`src/rtl/i2c_slave_responder.sv`:
```
// I2C word responder for slave cards: oversamples SCL/SDA on the system clock,
// returns a 16-bit status word on reads and captures a 16-bit command word on writes.
module i2c_slave_responder #(
    parameter logic [6:0] SLAVE_ADDR = 7'h10
) (
    input  logic        clock,
    input  logic        reset_n,
    input  logic        scl_in,
    input  logic        sda_in,
    output logic        sda_oe,
    input  logic [15:0] rd_data,
    output logic [15:0] wr_data,
    output logic        wr_strobe,
    output logic        rd_strobe,
    output logic        busy
);

    typedef enum logic [2:0] {
        IDLE, ADDR, ADDR_ACK, RD_BYTE, RD_ACK, WR_BYTE, WR_ACK, IGNORE
    } state_t;

    state_t state, state_next;

    logic [2:0]  scl_pipe, sda_pipe;
    logic        scl_sync, scl_prev, sda_sync, sda_prev;
    logic        start_det, stop_det, rise_ev, fall_ev;
    logic [7:0]  shift;
    logic [15:0] rd_snap;
    logic [7:0]  byte0;
    logic [2:0]  bit_cnt;
    logic [1:0]  byte_idx;
    logic        ack_phase;
    logic        rw;
    logic        sda_oe_d, busy_d, rd_strobe_d, wr_strobe_d;

    // Pipes reset to 1 (idle bus) so reset release never looks like a START.
    always_ff @(posedge clock or negedge reset_n) begin
        if (!reset_n) begin
            scl_pipe <= 3'b111;
            sda_pipe <= 3'b111;
        end else begin
            scl_pipe <= {scl_pipe[1:0], scl_in};
            sda_pipe <= {sda_pipe[1:0], sda_in};
        end
    end

    assign scl_sync  = scl_pipe[1];
    assign scl_prev  = scl_pipe[2];
    assign sda_sync  = sda_pipe[1];
    assign sda_prev  = sda_pipe[2];
    assign start_det = scl_sync & sda_prev & ~sda_sync;
    assign stop_det  = scl_sync & ~sda_prev & sda_sync;
    assign rise_ev   = scl_sync & ~scl_prev & ~start_det & ~stop_det;
    assign fall_ev   = ~scl_sync & scl_prev & ~start_det & ~stop_det;

    always_ff @(posedge clock or negedge reset_n) begin
        if (!reset_n) state <= IDLE;
        else          state <= state_next;
    end

    always_comb begin
        state_next = state;
        if (stop_det) begin
            state_next = IDLE;
        end else if (start_det) begin
            state_next = ADDR;
        end else begin
            case (state)
                ADDR:     if (rise_ev && bit_cnt == 3'd7)
                              state_next = (shift[6:0] == SLAVE_ADDR) ? ADDR_ACK : IGNORE;
                ADDR_ACK: if (fall_ev && ack_phase)
                              state_next = rw ? RD_BYTE : WR_BYTE;
                RD_BYTE:  if (fall_ev && bit_cnt == 3'd7) state_next = RD_ACK;
                RD_ACK: begin
                    if (rise_ev && sda_sync)       state_next = IGNORE;
                    else if (fall_ev && ack_phase) state_next = RD_BYTE;
                end
                WR_BYTE:  if (rise_ev && bit_cnt == 3'd7) state_next = WR_ACK;
                WR_ACK:   if (fall_ev && ack_phase) state_next = WR_BYTE;
                default:  state_next = state;
            endcase
        end
    end

    // SDA only moves on SCL-fall events, so it never changes while SCL is high.
    always_comb begin
        sda_oe_d    = sda_oe;
        busy_d      = busy;
        rd_strobe_d = 1'b0;
        wr_strobe_d = 1'b0;
        if (start_det || stop_det) begin
            sda_oe_d = 1'b0;
            busy_d   = 1'b0;
        end else if (fall_ev) begin
            case (state)
                ADDR_ACK: begin
                    if (!ack_phase) begin
                        sda_oe_d    = 1'b1;
                        busy_d      = 1'b1;
                        rd_strobe_d = rw;
                    end else begin
                        sda_oe_d = rw ? ~shift[7] : 1'b0;
                    end
                end
                RD_BYTE:  sda_oe_d = (bit_cnt == 3'd7) ? 1'b0 : ~shift[6];
                RD_ACK:   if (ack_phase) sda_oe_d = ~shift[7];
                WR_ACK: begin
                    if (!ack_phase) begin
                        sda_oe_d    = (byte_idx != 2'd2);
                        wr_strobe_d = (byte_idx == 2'd1);
                    end else begin
                        sda_oe_d = 1'b0;
                    end
                end
                default:  sda_oe_d = 1'b0;
            endcase
        end
    end

    always_ff @(posedge clock or negedge reset_n) begin
        if (!reset_n) begin
            sda_oe    <= 1'b0;
            busy      <= 1'b0;
            rd_strobe <= 1'b0;
            wr_strobe <= 1'b0;
        end else begin
            sda_oe    <= sda_oe_d;
            busy      <= busy_d;
            rd_strobe <= rd_strobe_d;
            wr_strobe <= wr_strobe_d;
        end
    end

    always_ff @(posedge clock or negedge reset_n) begin
        if (!reset_n) begin
            shift     <= 8'h00;
            rd_snap   <= 16'h0000;
            byte0     <= 8'h00;
            wr_data   <= 16'h0000;
            bit_cnt   <= 3'd0;
            byte_idx  <= 2'd0;
            ack_phase <= 1'b0;
            rw        <= 1'b0;
        end else if (start_det || stop_det) begin
            bit_cnt   <= 3'd0;
            ack_phase <= 1'b0;
        end else if (rise_ev) begin
            case (state)
                ADDR: begin
                    shift   <= {shift[6:0], sda_sync};
                    bit_cnt <= bit_cnt + 3'd1;
                    if (bit_cnt == 3'd7) rw <= sda_sync;
                end
                WR_BYTE: begin
                    shift   <= {shift[6:0], sda_sync};
                    bit_cnt <= bit_cnt + 3'd1;
                end
                RD_ACK: begin
                    // Master ACK: preload the other byte of the snapshot, wrapping after byte 1.
                    if (!sda_sync) begin
                        shift     <= byte_idx[0] ? rd_snap[15:8] : rd_snap[7:0];
                        byte_idx  <= {1'b0, ~byte_idx[0]};
                        ack_phase <= 1'b1;
                    end
                end
                default: ;
            endcase
        end else if (fall_ev) begin
            case (state)
                ADDR_ACK: begin
                    if (!ack_phase) begin
                        ack_phase <= 1'b1;
                        byte_idx  <= 2'd0;
                        if (rw) begin
                            shift   <= rd_data[15:8];
                            rd_snap <= rd_data;
                        end
                    end else begin
                        ack_phase <= 1'b0;
                        bit_cnt   <= 3'd0;
                    end
                end
                RD_BYTE: begin
                    if (bit_cnt == 3'd7) begin
                        bit_cnt <= 3'd0;
                    end else begin
                        shift   <= {shift[6:0], 1'b0};
                        bit_cnt <= bit_cnt + 3'd1;
                    end
                end
                RD_ACK: begin
                    if (ack_phase) begin
                        ack_phase <= 1'b0;
                        bit_cnt   <= 3'd0;
                    end
                end
                WR_ACK: begin
                    if (!ack_phase) begin
                        ack_phase <= 1'b1;
                        if (byte_idx == 2'd0) byte0 <= shift;
                        if (byte_idx == 2'd1) wr_data <= {byte0, shift};
                        if (byte_idx != 2'd2) byte_idx <= byte_idx + 2'd1;
                    end else begin
                        ack_phase <= 1'b0;
                        bit_cnt   <= 3'd0;
                    end
                end
                default: ;
            endcase
        end
    end

endmodule

```
`config.mk`:
```
export PLATFORM = sky130hd
export DESIGN_NAME = i2c_slave_responder
export DESIGN_NICKNAME = d
export VERILOG_FILES = /design/src/rtl/i2c_slave_responder.sv
export SDC_FILE = /design/constraint.sdc
export NUM_CORES = 1
export LEC_CHECK = 0
export ABC_AREA = 0
export ABC_CLOCK_PERIOD_IN_PS = 2800
export BUFFER_PORTS_ARGS = -buffer_cell sky130_fd_sc_hd__buf_2
export CAP_MARGIN = 20
export CORE_MARGIN = 8
export CORE_UTILIZATION = 55
export CTS_CLUSTER_SIZE = 10
export DETAILED_ROUTE_END_ITERATION = 8
export PLACE_DENSITY = 0.88
export SLEW_MARGIN = 0
export SYNTH_ARGS = -nofsm -noshare
export SYNTH_HDL_FRONTEND = slang
export SYNTH_SLANG_ARGS = --single-unit
```
`constraint.sdc`:
```
create_clock -name clock -period 2.8 [get_ports clock]
set_input_delay 0.56 -clock clock [delete_from_list [all_inputs] [get_ports clock]]
set_output_delay 0.56 -clock clock [all_outputs]
set_load 0.01 [all_outputs]
```
==> impl_metrics.csv <==
group,metric,value,unit
floorplan,die_x,92.7,µm
finish,insertedDiodeCount,0,
floorplan,start_util,0.556,
floorplan,num_rows,28,
global_routing,grt_use_total,0.165,
clock_network,cts.sinks,68,
drt,vias_per_cell,6.03,
global_routing,grt-ovfl-total,0,
timing,grt_setup_unrepaired,"false",
global_routing,grt_pass1_vias,2274,
critical_path,path_max_fanout,16,
synthesis,avgSynthCellArea,12.3,µm²
pwr,peakVddDrop,0.593,mV
critical_path,cp-start-kind,"flop",
placement,port-buffer-count,39,
drt,drt-pass1-iter-count,5,
floorplan,core_region_area,5820,µm²
clock_network,postCtsSetupBuffers,0,
clock_network,root_buffer,"clkbuf_8",
timing,max_freq,0.427,GHz
synthesis,synth_cells,263,
timing,tns,0,ps
floorplan,dieArea,8590,µm²
timing,worst_pin_slew,829,ps
status,status,"completed",
drt,wirelength,6790,µm
finish,multi_input_area,1420,µm²
synthesis,ys_top_cells_by_area,"dfrtp_1 48%, mux2_2 12%, dfstp_2 4.9%",
finish,regArea,1710,µm²
clock_network,clock_latency,350,ps
floorplan,ios,40,
pwr,power_density,674,nW/µm²
drt,wirelength_met1,2680,µm
clock_network,cts_tree,"yes",
timing,final_max_slew_viol_count,0,
flow_run,maxCapViolCount,0,
finish,drive_above_1_share,0.356,
floorplan,die-height,92.7,µm
synthesis,postSynth.asyncResetShare,1.00,
drt,avgRoutedWirePerCell,17.7,µm
drt,drc_errors,0,
clock_network,numCtsBuffers,9,
timing,min_period,2340,ps
global_routing,grt_start_max_net_pins,69,
clock_network,clk_pin_slew,70,ps
placement,gp_routability_congestion,0.935,
clock_network,cts_buffer_depth,2,
drt,ant_nets,0,
synthesis,synth_edf_count,0,
timing,setup_viol,0,
synthesis,synthFlopType,"dfrtp_1",
timing,clock_skew,6.58,ps
timing,holdWs,308,ps
timing,slew_headroom,0.447,
finish,mostFrequentLayoutCell,"dfrtp_1",
finish,fill_cells,459,
synthesis,ys_seq_area_frac,0.528,
clock_network,cts_resized,0,
pwr,p_leak,1.71,nW
synthesis,synth.largest_area_cell,"dfrtp_1",
finish,mostFrequentLayoutCells,"62 x dfrtp_1, 39 x buf_2, 34 x mux2_2, 25 x nor2_1, 14 x a21oi_1",
synthesis,yosysTopAreaCellShare,0.480,
drt,wl_met3,412,µm
timing,fin_crit_sh,0.836,
timing,hold_violations,0,
critical_path,cp.required,3060,ps
drt,highest_layer,"met4",
synthesis,synth-seq-cells,68,
finish,area_growth,13.5,%
clock_network,htreeDepth,3,
clock_network,cts-hold-fix-buffers,0,
synthesis,syn-num-nets,288,
synthesis,ys_warn_count,0,
critical_path,critPathCaptureType,"flop",
worst_hold_path,hold_class,"in2reg",
finish,final_net_count,329,
drt,drtIter0Drc,210,
critical_path,crit_arrival,2610,ps
critical_path,critPathKind,"reg2reg",
synthesis,ys_types,54,
drt,dr_wl_met2,3600,µm
global_routing,grt_pass1_wl,11000,µm
synthesis,syn-cell-area,3240,µm²
drt,vias,2317,
placement,dp_hpwl,4760,µm
global_routing,antenna_found_initial,0,
==> final cells by class <==
| type | instances | area share |
|---|---|---|
| Sequential cell | 68 | 0.465 |
| Multi-Input combinational cell | 174 | 0.388 |
| Timing Repair Buffer | 42 | 0.0593 |
| Clock buffer | 12 | 0.0395 |
| Tap cell | 75 | 0.0256 |
| Clock inverter | 4 | 0.0133 |
| Inverter | 9 | 0.00920 |
==> state kept, by name, summed over array words and instances, names as in the netlist, 2 cells and up <==
register	cells
scl_pipe	3
wr_data	16
byte_idx	2
state	3
bit_cnt	3
shift	8
sda_pipe	3
rd_snap	16
byte0	8
==> metal layers <==
layer	vias to the layer above	track usage
met5	-	0
met4	0	0.0577
met3	11	0.0688
met2	87	0.279
met1	1175	0.184
li1	1044	-
==> power breakdown <==
part	switching, mW	internal (mW)	total [mW]
logic	0.227	0.193	0.420
clock network	0.359	0.435	0.794
registers	0.163	1.10	1.26
total	0.750	1.73	2.47
==> through the flow <==
stage / area [µm²] / power, mW / setup slack [ps] / cells / utilization
2_1_floorplan: 3240 / 1.55 / 973 / 263 / -
3_3_place_gp: 3480 / 1.66 / 647 / 368 / 0.598
3_5_place_dp: 3480 / 1.69 / 581 / 368 / 0.598
4_1_cts: 3670 / 2.49 / 494 / 384 / 0.631
5_1_grt: 3670 / 2.59 / 351 / 384 / 0.631
6_report: 3670 / 2.47 / 459 / 384 / 0.631
==> critical path, stage by stage, from the launching register on <==
cell	delay (ps)
dfstp_2	590
nor2b_1	500
nand2_2	270
o32ai_4	620
nor2_1	110
a21oi_1	170
==> logic make-up after synthesis <==
logic type / synth area share
DFF: 0.528
and+or+nand+nor: 0.126
AOI/OAI and AO/OA: 0.107
adders and majority gates: 0.0193
muxes: 0.183
xor gates and xnor gates: 0.00503
buffers and inverters: 0.0317
==> synth_stat cells, types with 3 or more instances <==
cell type  count
dfstp_2        6
inv_1          9
a21oi_1       14
mux2i_1       12
o21ai_0        8
nor2b_1        8
nand2_1        7
dfrtp_1       62
ha_1           5
a221oi_1       7
nand3_1        3
nor2_1        25
mux2_2        34
mux2_1         8
nor4b_1        3
buf_2          7
==> worst paths after layout <==
| kind | from | slack (ps) | end | depth (start not counted) |
|---|---|---|---|---|
| worst max-delay path | scl_pipe[1] | 460 | shift[6] | 5 |
| worst min-delay path | scl_in | 310 | scl_pipe[0] | 1 |
| worst max register to register | scl_pipe[1] | 460 | shift[6] | 5 |
| worst min register to register | scl_pipe[0] | 360 | scl_pipe[1] | 0 |
| max in group asynchronous | reset_n | 1860 | rd_snap[8] | 2 |
| min in group asynchronous | reset_n | 390 | state[1] | 2 |
No activity file was read; power rests on OpenSTA's default activity.
